<file path="config.mk">
export PLATFORM = sky130hd
export DESIGN_NAME = ladder_decoder
export DESIGN_NICKNAME = d
export VERILOG_FILES = /design/src/rtl/ladder_pkg.sv /design/src/rtl/ladder_count_check.sv /design/src/rtl/ladder_decoder.sv
export SDC_FILE = /design/constraint.sdc
export NUM_CORES = 1
export LEC_CHECK = 0
export ABC_CLOCK_PERIOD_IN_PS = 3620
export BUFFER_PORTS_ARGS = -buffer_cell sky130_fd_sc_hd__buf_2
export CORE_ASPECT_RATIO = 1.2
export CORE_MARGIN = 4
export CORE_UTILIZATION = 51
export CTS_CLUSTER_SIZE = 10
export DETAILED_ROUTE_END_ITERATION = 10
export GPL_TIMING_DRIVEN = 0
export PLACE_DENSITY = 0.76
export REMOVE_ABC_BUFFERS = 1
export SYNTH_ARGS = -nofsm -noshare
export SYNTH_HDL_FRONTEND = slang
export SYNTH_HIERARCHICAL = 1
export SYNTH_SLANG_ARGS = --single-unit
</file>
<file path="constraint.sdc">
create_clock -name clk -period 3.62 [get_ports clk]
set_input_delay 0.724 -clock clk [delete_from_list [all_inputs] [get_ports clk]]
set_output_delay 0.724 -clock clk [all_outputs]
set_load 0.02 [all_outputs]
</file>
<file path="src/rtl/ladder_pkg.sv">
// Shared types and default widths for the ladder-counter monitors.
package ladder_pkg;

    localparam int CUR_W   = 4;
    localparam int DELTA_W = 3;
    localparam int PCNT_W  = 8;

    typedef enum logic [1:0] {
        IDLE,
        RISE,
        FALL,
        RESYNC
    } state_t;

    typedef enum logic [1:0] {
        ERR_NONE,
        ERR_STEP,
        ERR_PEAK,
        ERR_COUNT
    } err_code_t;

endpackage

</file>
<file path="src/rtl/ladder_count_check.sv">
// Running-count check for a ladder sample stream: +/-1 modulo 2**CUR_W by direction,
// equality on a hold sample, and zero on the very first sample after reset.
module ladder_count_check #(
    parameter int CUR_W = 4
) (
    input  logic             clk,
    input  logic             reset,
    input  logic             in_vld,
    input  logic             check_en,
    input  logic             hold,
    input  logic             dir,
    input  logic [CUR_W-1:0] prev_cnt,
    input  logic [CUR_W-1:0] count,
    output logic             count_err
);

    logic first;
    logic count_ok;

    always_ff @(posedge clk) begin
        if (reset) begin
            first <= 1'b1;
        end else if (in_vld) begin
            first <= 1'b0;
        end
    end

    // The +1/-1 sums are evaluated at CUR_W bits, so 15<->0 wraps naturally.
    always_comb begin
        count_ok = 1'b0;
        if (first) begin
            count_ok = (count == '0);
        end else if (hold) begin
            count_ok = (count == prev_cnt);
        end else if (dir) begin
            count_ok = (count == prev_cnt + 1'b1);
        end else begin
            count_ok = (count == prev_cnt - 1'b1);
        end
        count_err = check_en && !count_ok;
    end

endmodule

</file>
<file path="src/rtl/ladder_decoder.sv">
// Receive-side ladder decoder: tracks rise/fall phases, recovers the peak (delta),
// counts completed periods and reports STEP/PEAK/COUNT violations.
module ladder_decoder
    import ladder_pkg::*;
#(
    parameter int CUR_W   = ladder_pkg::CUR_W,
    parameter int DELTA_W = ladder_pkg::DELTA_W,
    parameter int PCNT_W  = ladder_pkg::PCNT_W
) (
    input  logic               clk,
    input  logic               reset,
    input  logic               in_vld,
    input  logic [CUR_W-1:0]   in_current,
    input  logic               in_dir,
    input  logic [CUR_W-1:0]   in_count,
    output logic [DELTA_W-1:0] delta_out,
    output logic               delta_vld,
    output logic               locked,
    output logic [PCNT_W-1:0]  period_cnt,
    output logic               err,
    output logic [1:0]         err_code,
    output logic               err_sticky
);

    localparam logic [CUR_W-1:0] PEAK_MIN = CUR_W'(2);
    localparam logic [CUR_W-1:0] PEAK_MAX = CUR_W'(2**DELTA_W - 1);

    state_t           state, next_state;
    logic [CUR_W-1:0] prev_cur, prev_cnt;
    logic [DELTA_W-1:0] peak;
    logic             cur_up, cur_dn, peak_ok, hold;
    logic             step_err, peak_err, count_err, any_err;
    logic             capture, period_inc, clear_dvld;
    err_code_t        code;

    function automatic logic [PCNT_W-1:0] sat_inc(input logic [PCNT_W-1:0] v);
        return (v == '1) ? v : v + 1'b1;
    endfunction

    ladder_count_check #(.CUR_W(CUR_W)) u_count_check (
        .clk      (clk),
        .reset    (reset),
        .in_vld   (in_vld),
        .check_en (state != RESYNC),
        .hold     (hold),
        .dir      (in_dir),
        .prev_cnt (prev_cnt),
        .count    (in_count),
        .count_err(count_err)
    );

    assign cur_up  = (in_current == prev_cur + 1'b1);
    assign cur_dn  = (in_current == prev_cur - 1'b1);
    assign peak_ok = (prev_cur >= PEAK_MIN) && (prev_cur <= PEAK_MAX);
    assign hold    = (state == IDLE) && in_dir && (in_current == '0);

    always_comb begin
        next_state = state;
        step_err   = 1'b0;
        peak_err   = 1'b0;
        capture    = 1'b0;
        period_inc = 1'b0;
        clear_dvld = 1'b0;
        case (state)
            IDLE: begin
                if (in_dir && in_current == '0) begin
                    next_state = IDLE;
                end else if (in_dir && in_current == CUR_W'(1)) begin
                    next_state = RISE;
                end else begin
                    step_err = 1'b1;
                end
            end
            RISE: begin
                if (in_dir && cur_up) begin
                    next_state = RISE;
                end else if (!in_dir && cur_dn) begin
                    if (peak_ok) begin
                        next_state = FALL;
                        capture    = 1'b1;
                    end else begin
                        peak_err = 1'b1;
                    end
                end else begin
                    step_err = 1'b1;
                end
            end
            FALL: begin
                if (!in_dir && cur_dn && prev_cur > CUR_W'(1)) begin
                    next_state = FALL;
                end else if (in_dir && in_current == CUR_W'(1) && prev_cur == CUR_W'(1)) begin
                    next_state = RISE;
                    period_inc = 1'b1;
                end else begin
                    step_err = 1'b1;
                end
            end
            default: begin
                // Waiting for a clean ladder entry; anything else is silently ignored.
                if (in_dir && in_current == CUR_W'(1)) begin
                    next_state = RISE;
                    clear_dvld = 1'b1;
                end else if (in_dir && in_current == '0) begin
                    next_state = IDLE;
                    clear_dvld = 1'b1;
                end
            end
        endcase

        any_err = peak_err || step_err || count_err;
        if (peak_err)       code = ERR_PEAK;
        else if (step_err)  code = ERR_STEP;
        else if (count_err) code = ERR_COUNT;
        else                code = ERR_NONE;

        if (any_err) begin
            next_state = RESYNC;
            capture    = 1'b0;
            period_inc = 1'b0;
            clear_dvld = 1'b0;
        end
    end

    always_ff @(posedge clk) begin
        if (reset) begin
            state      <= IDLE;
            prev_cur   <= '0;
            prev_cnt   <= '0;
            peak       <= '0;
            delta_vld  <= 1'b0;
            locked     <= 1'b0;
            period_cnt <= '0;
            err        <= 1'b0;
            err_code   <= ERR_NONE;
            err_sticky <= 1'b0;
        end else begin
            err <= 1'b0;
            if (in_vld) begin
                state    <= next_state;
                prev_cur <= in_current;
                prev_cnt <= in_count;
                locked   <= (next_state == RISE) || (next_state == FALL);
                if (capture) begin
                    peak      <= DELTA_W'(prev_cur);
                    delta_vld <= 1'b1;
                end
                if (clear_dvld) begin
                    delta_vld <= 1'b0;
                end
                if (period_inc) begin
                    period_cnt <= sat_inc(period_cnt);
                end
                if (any_err) begin
                    err        <= 1'b1;
                    err_code   <= code;
                    err_sticky <= 1'b1;
                end
            end
        end
    end

    assign delta_out = peak;

endmodule

</file>
# Word level (Yosys, flattened, before mapping)
# Index checks and enable logic that the tools add are counted.
dict set report totals {
  ff_bits 28
  latch_bits 0
  ram_bits 0
  rom_bits 0
  inputBits 12
  output_inout_bits 17
  word_cells 103
  n_memories 0
}
dict set report op_classes {
  add_sub_neg 5
  mul 0
  div 0
  order_cmp 3
  n_eq_ne 13
  shift 0
  muxes 44
  bitwise_logic 2
  reduce_logical 25
}
# op count
set op_table {}
lappend op_table {{1-bit 2-to-1 mux} 29}
lappend op_table {{2-bit 2-to-1 mux} 13}
lappend op_table {{4-bit == test} 5}
lappend op_table {{1-bit logical AND} 10}
lappend op_table {{4-bit by 1-bit adder with 4-bit output, second input constant} 2}
lappend op_table {{8-bit by 1-bit adder with 8-bit output, second input constant} 1}
lappend op_table {{4-bit by 1-bit == test with 1-bit output, second input constant} 2}
lappend op_table {{8-bit == test, second input constant} 1}
lappend op_table {{4-bit zero test} 2}
lappend op_table {{4-bit by 1-bit subtractor with 4-bit output, second input constant} 2}
lappend op_table {{2-bit one-hot mux with 3 select lines} 1}
lappend op_table {{2-bit AND reduction} 3}
lappend op_table {{2-bit by 1-bit == test with 1-bit output, second input constant} 2}
lappend op_table {{2-bit == test, second input constant} 2}
lappend op_table {{4-bit by 2-bit greater-or-equal comparator with 1-bit output, second input constant} 1}
lappend op_table {{4-bit by 1-bit > comparator with 1-bit output, second input constant} 1}
lappend op_table {{4-bit by 3-bit less-or-equal comparator with 1-bit output, second input constant} 1}
lappend op_table {{1-bit logical OR} 3}
lappend op_table {{1-bit one-hot mux with 3 select lines} 1}
lappend op_table {{3-bit AND reduction} 1}
lappend op_table {{3-bit OR reduction} 1}
lappend op_table {{1-bit zero test} 2}
lappend op_table {{2-bit zero test} 1}
lappend op_table {{2-bit inequality test, second input constant} 1}
lappend op_table {{other kinds (3)} 4}

# Logic depth before layout (Yosys ltp)
# Gate-level depths: netlist of the first run.
dict set report depth {
  ltp_word 11
  mapped_depth 14
  depth_no_buf 12
}

# Hierarchy
# The synthesis of the first run kept the hierarchy.
# mod instances cells_per_inst area_per_inst_um2 seq_area_each_um2
set by_module_without_submodules {}
lappend by_module_without_submodules {ladder_decoder 1 183 1554.0 540.5}
lappend by_module_without_submodules {ladder_count_check 1 28 250.2 20.0}

# Least setup slack after synthesis of the first run
# OpenSTA, ideal clock, no wires.
dict set report synth_path {
  path_kind {input-to-reg}
  start {in in_current[3]}
  end {reg state[1]}
  setup_time_ns 0.139
  arrival_time_ns 3.313
  t_required_ns 3.481
  setup_slack_ns 0.167
  stages 13
  path_buffers 2
  path_cell_list {or4b_1 -> buf_2 -> nor4_1 -> buf_6 -> mux2i_4 -> xnor2_1 -> nor4_2 -> a21oi_2 -> nor2_1 -> o41a_1 -> o21ai_0 -> a2111oi_0 -> o32ai_1}
}
dict set report synth_between {
  elab_cells_between_ends 37
  cone_classes {3 x eq/ne; 22 x mux; 12 x reduce/logical}
}
# item line
set synth_rtl {}
lappend synth_rtl {{start: declaration} ladder_decoder.sv:13} ;# input logic [CUR_W-1:0] in_current,
lappend synth_rtl {{4-bit zero test} ladder_decoder.sv:55} ;# assign hold = (state == IDLE) && in_dir && (in_current == '0);
lappend synth_rtl {{1-bit logical AND} ladder_decoder.sv:55}
lappend synth_rtl {{via hold} ladder_decoder.sv:31} ;# logic cur_up, cur_dn, peak_ok, hold;
lappend synth_rtl {{1-bit 2-to-1 mux} ladder_count_check.sv:33} ;# end else if (hold) begin
lappend synth_rtl {{1-bit 2-to-1 mux} ladder_count_check.sv:31} ;# if (first) begin
lappend synth_rtl {{1-bit zero test} ladder_count_check.sv:40} ;# count_err = check_en && !count_ok;
lappend synth_rtl {{1-bit logical AND} ladder_count_check.sv:40}
lappend synth_rtl {{via count_err} ladder_decoder.sv:32} ;# logic step_err, peak_err, count_err, any_err;
lappend synth_rtl {{1-bit logical OR} ladder_decoder.sv:110} ;# any_err = peak_err || step_err || count_err;
lappend synth_rtl {{2-bit 2-to-1 mux} ladder_decoder.sv:116} ;# if (any_err) begin
lappend synth_rtl {{end signal: assignment} ladder_decoder.sv:139} ;# state <= next_state;
lappend synth_rtl {{end: declaration} ladder_decoder.sv:28} ;# state_t state, next_state;
# The timed path passes the listed nets, and every way through them passes these cells.
# A chain may end at the register's enable or synchronous reset.

# Worst setup path in the final report of the first run
# Same ends and word-level chain as after synthesis.

==> run metrics, run 1 <==
Antenna Nets Post-Route=0; Max Cap Viol=0; Overall Power=just over 0.7 mW; net count reported at finish=~250; worst min path class=reg2reg; initial antenna violation count=0; setup slack on the worst flop-to-flop path=roughly 0.66 ns; Hold Path Cell Cnt=2; average wire per standard cell=approximately 14 um; Placer Congestion=between 0.8 and 0.9; quantity of hold-fixing buffers added after cts=0; critical path launch point type=input pin; # rows=23; RSZ-0062 raised after global routing=no; worst slack at placement=-1.08 ns; Met2 Routed Length=approximately 1900 um; Residual DRC=0; total length of routed met3 wires=193 um; worst reg2reg path depth=8; leading cell types by total area after synthesis=sky130_fd_sc_hd__dfxtp_1 31%, sky130_fd_sc_hd__xnor2_1 7.8%, sky130_fd_sc_hd__nor2_1 6.0%; type of the worst setup path=in2reg; clock sink count=28; floorplan core area=approximately 3400 um2; vias in the first global route=1418; Max FO, Critical Path=7; top-level I/O count=29; required time of the critical path=3.77 ns; die outline height=around 73 um; worst vdd ir=about 0.00026 V; final cycle utilization of the critical path=94.0%; Total Die Area=~4600 um2; antenna cells=0; maximum clock insertion buffer count=2; cell count after synthesis=~210; leftover overflow at the end of global routing=0; top routing layer in use=met4; slew at the pin closest to its max-slew limit=around 0.70 ns; cell type with the largest total area after synthesis=sky130_fd_sc_hd__dfxtp_1; number of search-and-repair iterations in the first detailed-routing pass=4; layout overhead on the synthesized area=13.9%; CTS tree=done; data arrival time of the critical path=between 3 and 4 ns; final critical path time including I/O delays and setup=3.40 ns; total of buffers placed on input and output ports=28; number of synthesized flops with an enable pin=0; #FFs+latches synth=28; maximum number of pins on one net before global-route repair=33; Endpoint, Worst Hold=err_sticky; setup total negative slack=0 ns; layout cell share with drive strength beyond 1=21.0%; number of buffers created by CTS=3; Async S/R FF share, synth=0%; sequential fraction of the synthesis area=~31%; source of the worst hold timing path=err_sticky; maximum clock rate=between 0.2 and 0.3 GHz; setup violation total in the final timing report=0; vias after detailed routing=around 1600; post-route setup slack=between 0.2 and 0.25 ns; Post-Synthesis Cell Area=around 1800 um2; share of the synthesized area in the top cell type=31.1%; Main synth FF type=sky130_fd_sc_hd__dfxtp_1; endpoint of the lowest-slack register-to-register path=period_cnt[2]; vias per cell=between 5 and 6; worst-skew pair later-pin latency=0.27 ns; worst slew margin relative to its limit=~52%; unique cell type count in the Yosys netlist=55; synthesized area divided by synthesized cell count=roughly 8.6 um2; Setup crit end kind=register; Lkg Pwr=approximately 0.81 nW; DR iter-0 viols=79; H-tree levels=1; outcome=finished, final reports clean; Initial Util=a little over half; global-route wire length before repair=between 6000 and 7000 um; clock-pin slew on the worst setup and hold paths=roughly 0.10 ns; half-perimeter wire length after detailed placement=approximately 2800 um; total power per unit cell area=between 300 and 400 nW/um2; number of max-slew violations in the final report=0; detailed-route wire length=between 3000 and 4000 um; Warnings, synthesis=6; Layout Utilization=61.1%; CTS root buffer=sky130_fd_sc_hd__clkbuf_8; launch instance of the worst register-to-register path=prev_cur[0]; Hold Fails Final Rpt=0; Chip Width=around 62 um; All-Layer GR Usage=between 10% and 20%; wire length the detailed router placed on met1=roughly 1700 um; post-route clock skew=0.00404 ns
## through the flow
stage / cells / hold slack [ns] / instance area, um2
2_1_floorplan: 199 / 0.469 / 1750
4_1_cts: 270 / 0.448 / 2040
6_report: 270 / 0.445 / 2060
5_1_grt: 270 / 0.466 / 2060
3_3_place_gp: 264 / 0.433 / 1940
3_5_place_dp: 264 / 0.433 / 1940
## layout by cell type (no fill, tap or decap), types with 3 or more instances in the layout
master,n
sky130_fd_sc_hd__nor2_1,29
sky130_fd_sc_hd__dfxtp_1,28
sky130_fd_sc_hd__buf_2,28
sky130_fd_sc_hd__xnor2_1,16
sky130_fd_sc_hd__nand3_1,11
sky130_fd_sc_hd__nand2_1,10
sky130_fd_sc_hd__inv_1,9
sky130_fd_sc_hd__mux2i_1,9
sky130_fd_sc_hd__a21oi_1,8
sky130_fd_sc_hd__ha_1,7
sky130_fd_sc_hd__nor3_1,6
sky130_fd_sc_hd__a211oi_1,5
sky130_fd_sc_hd__o21ai_0,5
sky130_fd_sc_hd__xor2_1,4
sky130_fd_sc_hd__nor2b_1,3
sky130_fd_sc_hd__nor4_1,3
sky130_fd_sc_hd__clkbuf_8,3
## flip-flops by register name (all words and copies together) (netlist names)
register and cells:
period_cnt 8, prev_cnt 4, prev_cur 4, delta_out 3
err_code 2, state 2, delta_vld 1, err 1
err_sticky 1, locked 1, u_count_check/first 1
## synth_stat cells (2+ instances only)
| library cell | n |
|---|---|
| sky130_fd_sc_hd__a211oi_1 | 5 |
| sky130_fd_sc_hd__a21oi_2 | 2 |
| sky130_fd_sc_hd__nor4_1 | 4 |
| sky130_fd_sc_hd__mux2i_1 | 9 |
| sky130_fd_sc_hd__xnor2_1 | 16 |
| sky130_fd_sc_hd__nor2_1 | 29 |
| sky130_fd_sc_hd__dfxtp_1 | 28 |
| sky130_fd_sc_hd__nor2b_1 | 3 |
| sky130_fd_sc_hd__nand2b_1 | 2 |
| sky130_fd_sc_hd__nand2_1 | 10 |
| sky130_fd_sc_hd__buf_1 | 2 |
| sky130_fd_sc_hd__nor4b_1 | 2 |
| sky130_fd_sc_hd__clkbuf_1 | 8 |
| sky130_fd_sc_hd__nand4_1 | 2 |
| sky130_fd_sc_hd__nor3_1 | 6 |
| sky130_fd_sc_hd__inv_1 | 9 |
| sky130_fd_sc_hd__o21ai_0 | 6 |
| sky130_fd_sc_hd__a21o_1 | 2 |
| sky130_fd_sc_hd__a2111oi_1 | 2 |
| sky130_fd_sc_hd__mux2_2 | 2 |
| sky130_fd_sc_hd__nand3_1 | 11 |
| sky130_fd_sc_hd__ha_1 | 7 |
| sky130_fd_sc_hd__xor2_1 | 4 |
| sky130_fd_sc_hd__a21oi_1 | 8 |
| sky130_fd_sc_hd__o22ai_1 | 2 |
## worst max path at each step
stage / from / end / slack, ns / depth (start not counted)
3_5_place_dp: in_current[3] / state[1] / -1.08 / 12
2_1_floorplan: in_current[3] / state[1] / -0.37 / 11
3_3_place_gp: in_current[3] / state[1] / -1.09 / 12
6_report: in_current[3] / state[1] / 0.22 / 13
5_1_grt: in_current[3] / state[1] / 0.03 / 14
4_1_cts: in_current[3] / state[1] / 0.03 / 13
## worst max-delay path: stages
cell and delay [ns]:
sky130_fd_sc_hd__buf_2 0.12, sky130_fd_sc_hd__or4b_4 0.61, sky130_fd_sc_hd__nor4_4 0.28, sky130_fd_sc_hd__buf_4 0.20
sky130_fd_sc_hd__mux2i_4 0.23, sky130_fd_sc_hd__xnor2_1 0.09, sky130_fd_sc_hd__nor4_2 0.24, sky130_fd_sc_hd__a21oi_2 0.11
sky130_fd_sc_hd__nor2_1 0.10, sky130_fd_sc_hd__o41a_1 0.17, sky130_fd_sc_hd__o21ai_1 0.19, sky130_fd_sc_hd__a2111oi_1 0.35
sky130_fd_sc_hd__o32ai_1 0.14
## routing by layer
| layer | up-vias | GRT usage (%) |
|---|---|---|
| met1 | 748 | 21.5 |
| met5 | - | 0 |
| met2 | 52 | 27.4 |
| li1 | 802 | - |
| met4 | 0 | 6.84 |
| met3 | 6 | 2.93 |
## cell families (layout without fill, tap and decap cells)
| logic type | after synthesis | count (layout) | synth area share [%] |
|---|---|---|---|
| compound gates | 43 | 43 | 18.3 |
| xor+xnor | 20 | 20 | 9.71 |
| fa+ha+maj | 8 | 8 | 5.96 |
| buf+inv | 21 | 43 | 4.85 |
| flops | 28 | 28 | 31.1 |
| mux | 12 | 12 | 7.49 |
| simple gates | 79 | 79 | 22.6 |
## repair_timing
action	in CTS	in global routing
cloned	0	0
setup endpoints to repair	18	13
resized for setup	2	5
pin swaps	2	0
buffers inserted	2	0
## power by group
part           switching, mW  total, mW  internal, mW
sequential            0.0175      0.337         0.320
combinational         0.0863      0.146        0.0595
clock                 0.0968      0.245         0.148
total                  0.201      0.728         0.527
## area by class of cell
type                    count  area [um2]
well taps                  37        46.3
flip-flops and latches     28         561
fillers                   315        1310
inverters                   9        33.8
multi-input cells         162        1190
repair buffers             30         155
clock inverters             1        30.0
clock buffers               3        41.3
No activity file was read; power rests on OpenSTA's default activity.
==> inputs of run 2 (changes only) <==
- BUFFER_PORTS_ARGS: -buffer_cell sky130_fd_sc_hd__buf_2 -> default
- DONT_BUFFER_PORTS: default -> 1
- PLACE_DENSITY: 0.76 -> 0.69
==> run 2 against run 1 <==
Worst hold slack better by 0.059 ns. Cell count is 10% lower. Design area down 7.4%. Critical path type unchanged. Largest power group unchanged.
==> run metrics, run 2 (synthesis gave the netlist of run 1 again) <==
net count reported at finish=around 230; worst min path class=in2reg; maximum clock insertion buffer count=2; Placer Congestion=a little under 0.9; post-route clock skew=between 0.004 and 0.005 ns; sequential share of power=48.5%; wire length the detailed router placed on met1=around 1700 um; worst-skew pair later-pin latency=roughly 0.27 ns; setup total negative slack=0 ns; setup violation total in the final timing report=0; maximum clock rate=between 0.3 and 0.4 GHz; top-level I/O count=29; top routing layer in use=met4; CTS tree=done; detailed-route wire length=around 4000 um; number of search-and-repair iterations in the first detailed-routing pass=4; most common cell after layout, fill and taps aside=sky130_fd_sc_hd__nor2_1; outcome=finished, final reports clean; quantity of hold-fixing buffers added after cts=0; part of the power in the clock network=a little over a third; total power per unit cell area=between 300 and 400 nW/um2; clock sink count=28; net switching component of the power=between 0.15 and 0.2 mW; maximum number of pins on one net before global-route repair=33; number of buffers created by CTS=3; final cycle utilization of the critical path=about nine tenths; Antenna Nets Post-Route=0; clock-pin slew on the worst setup and hold paths=approximately 0.1 ns; leftover overflow at the end of global routing=0; worst reg2reg path depth=8; final design area excluding fillers=approximately 1900 um2; Met2 Routed Length=2070 um; All-Layer GR Usage=roughly 18%; CTS root buffer=sky130_fd_sc_hd__clkbuf_8; layout cell share with drive strength beyond 1=~9.8%; proportion of power drawn by combinational gates=between 15 and 20%; register with the highest flop count=period_cnt; fraction of power spent switching nets=between 20% and 30%; antenna cells=0; Residual DRC=0; instance area at placement=about 1800 um2; DR iter-0 viols=48; initial antenna violation count=0; post-route setup slack=0.323 ns; number of flip-flops in the largest register=8; Hold Fails Final Rpt=0; worst slew margin relative to its limit=around 50%; H-tree levels=1; global-route wire length before repair=6790 um; half-perimeter wire length after detailed placement=~2900 um; worst slack at placement=-0.990 ns; Hold Path Cell Cnt=1; Setup crit end kind=register; Total Die Area=around 4600 um2; Chip Width=62.3 um; data arrival time of the critical path=about 3.4 ns; die outline height=73.2 um; total of buffers placed on input and output ports=0; type of the worst setup path=in2reg; slew at the pin closest to its max-slew limit=about 0.74 ns; Max Cap Viol=0; average wire per standard cell=~17 um; top flop regs=period_cnt (8), prev_cnt (4), prev_cur (4); cell-internal power=0.521 mW; number of max-slew violations in the final report=0; Max FO, Critical Path=7; required time of the critical path=about 3.8 ns; critical path launch point type=input pin; Lkg Pwr=0.675 nW; RSZ-0062 raised after global routing=no; floorplan core area=~3400 um2; layout overhead on the synthesized area=5.48%; total length of routed met3 wires=between 150 and 200 um; # rows=23; final hold slack=about 0.5 ns; Initial Util=between 50% and 60%; final critical path time including I/O delays and setup=~3.3 ns; vias per cell=6.21; vias after detailed routing=~1500; worst vdd ir=around 0.00028 V; vias in the first global route=~1400; commonest cells after routing, fill and taps aside=29 x sky130_fd_sc_hd__nor2_1, 28 x sky130_fd_sc_hd__dfxtp_1, 16 x sky130_fd_sc_hd__xnor2_1
[run 2: cell count changes in the layout (fill, tap and decap cells not counted), sizes merged]
cell  change
buf      -28
[run 2: through the flow]
stage | utilization, % | std cells | total power, mW
final | 56.5 | 242 | 0.707
after global routing | 56.5 | 242 | 0.745
after CTS | 56.4 | 242 | 0.714
after detailed placement | 53.4 | 236 | 0.463
after global placement | 53.4 | 236 | 0.459
after floorplan | - | 199 | 0.442
[run 2: layout make-up]
type                            count  area, um2
Clock buffer                        3       41.3
Clock inverter                      1       30.0
Fill cell                         301       1460
Inverter                            9       33.8
Multi-Input combinational cell    162       1180
Sequential cell                    28        561
Tap cell                           37       46.3
Timing Repair Buffer                2       15.0
[run 2: path summary, 6_finish.rpt]
path                             from                   to  slack, ns
setup reg to reg          prev_cur[0]        period_cnt[7]       0.65
hold reg to reg   u_count_check/first  u_count_check/first       0.52
setup / recovery        in_current[3]             state[1]       0.32
hold / removal                  reset          prev_cur[0]       0.50
[run 2: critical path: stages]
cell	delay, ns
sky130_fd_sc_hd__or4b_4	0.59
sky130_fd_sc_hd__nor4_4	0.29
sky130_fd_sc_hd__buf_4	0.19
sky130_fd_sc_hd__mux2i_4	0.22
sky130_fd_sc_hd__xnor2_1	0.09
sky130_fd_sc_hd__nor4_2	0.24
sky130_fd_sc_hd__a21oi_2	0.11
sky130_fd_sc_hd__nor2_1	0.11
sky130_fd_sc_hd__o41a_1	0.16
sky130_fd_sc_hd__o21ai_1	0.17
sky130_fd_sc_hd__a2111oi_1	0.38
sky130_fd_sc_hd__o32ai_1	0.16
[run 2: layer usage]
| metal | up-vias | global-route usage, % |
|---|---|---|
| met5 | - | 0 |
| met4 | 0 | 4.95 |
| met3 | 5 | 3.70 |
| met2 | 32 | 33.2 |
| met1 | 717 | 21.3 |
| li1 | 749 | - |
[run 2: power by group through the flow]
stage / Sequential (mW) / Combinational, mW / Clock, mW
6_report: 0.343 / 0.116 / 0.248
5_1_grt: 0.346 / 0.130 / 0.269
4_1_cts: 0.343 / 0.116 / 0.255
3_5_place_dp: 0.349 / 0.114 / 0
3_3_place_gp: 0.348 / 0.111 / 0
2_1_floorplan: 0.344 / 0.0981 / 0
[run 2: timing repair]
action | CTS | global route
setup buffers | 2 | 0
hold endpoints to repair | 0 | 0
setup endpoints to repair | 17 | 1
resized for setup | 2 | 3
pin swaps | 1 | 1
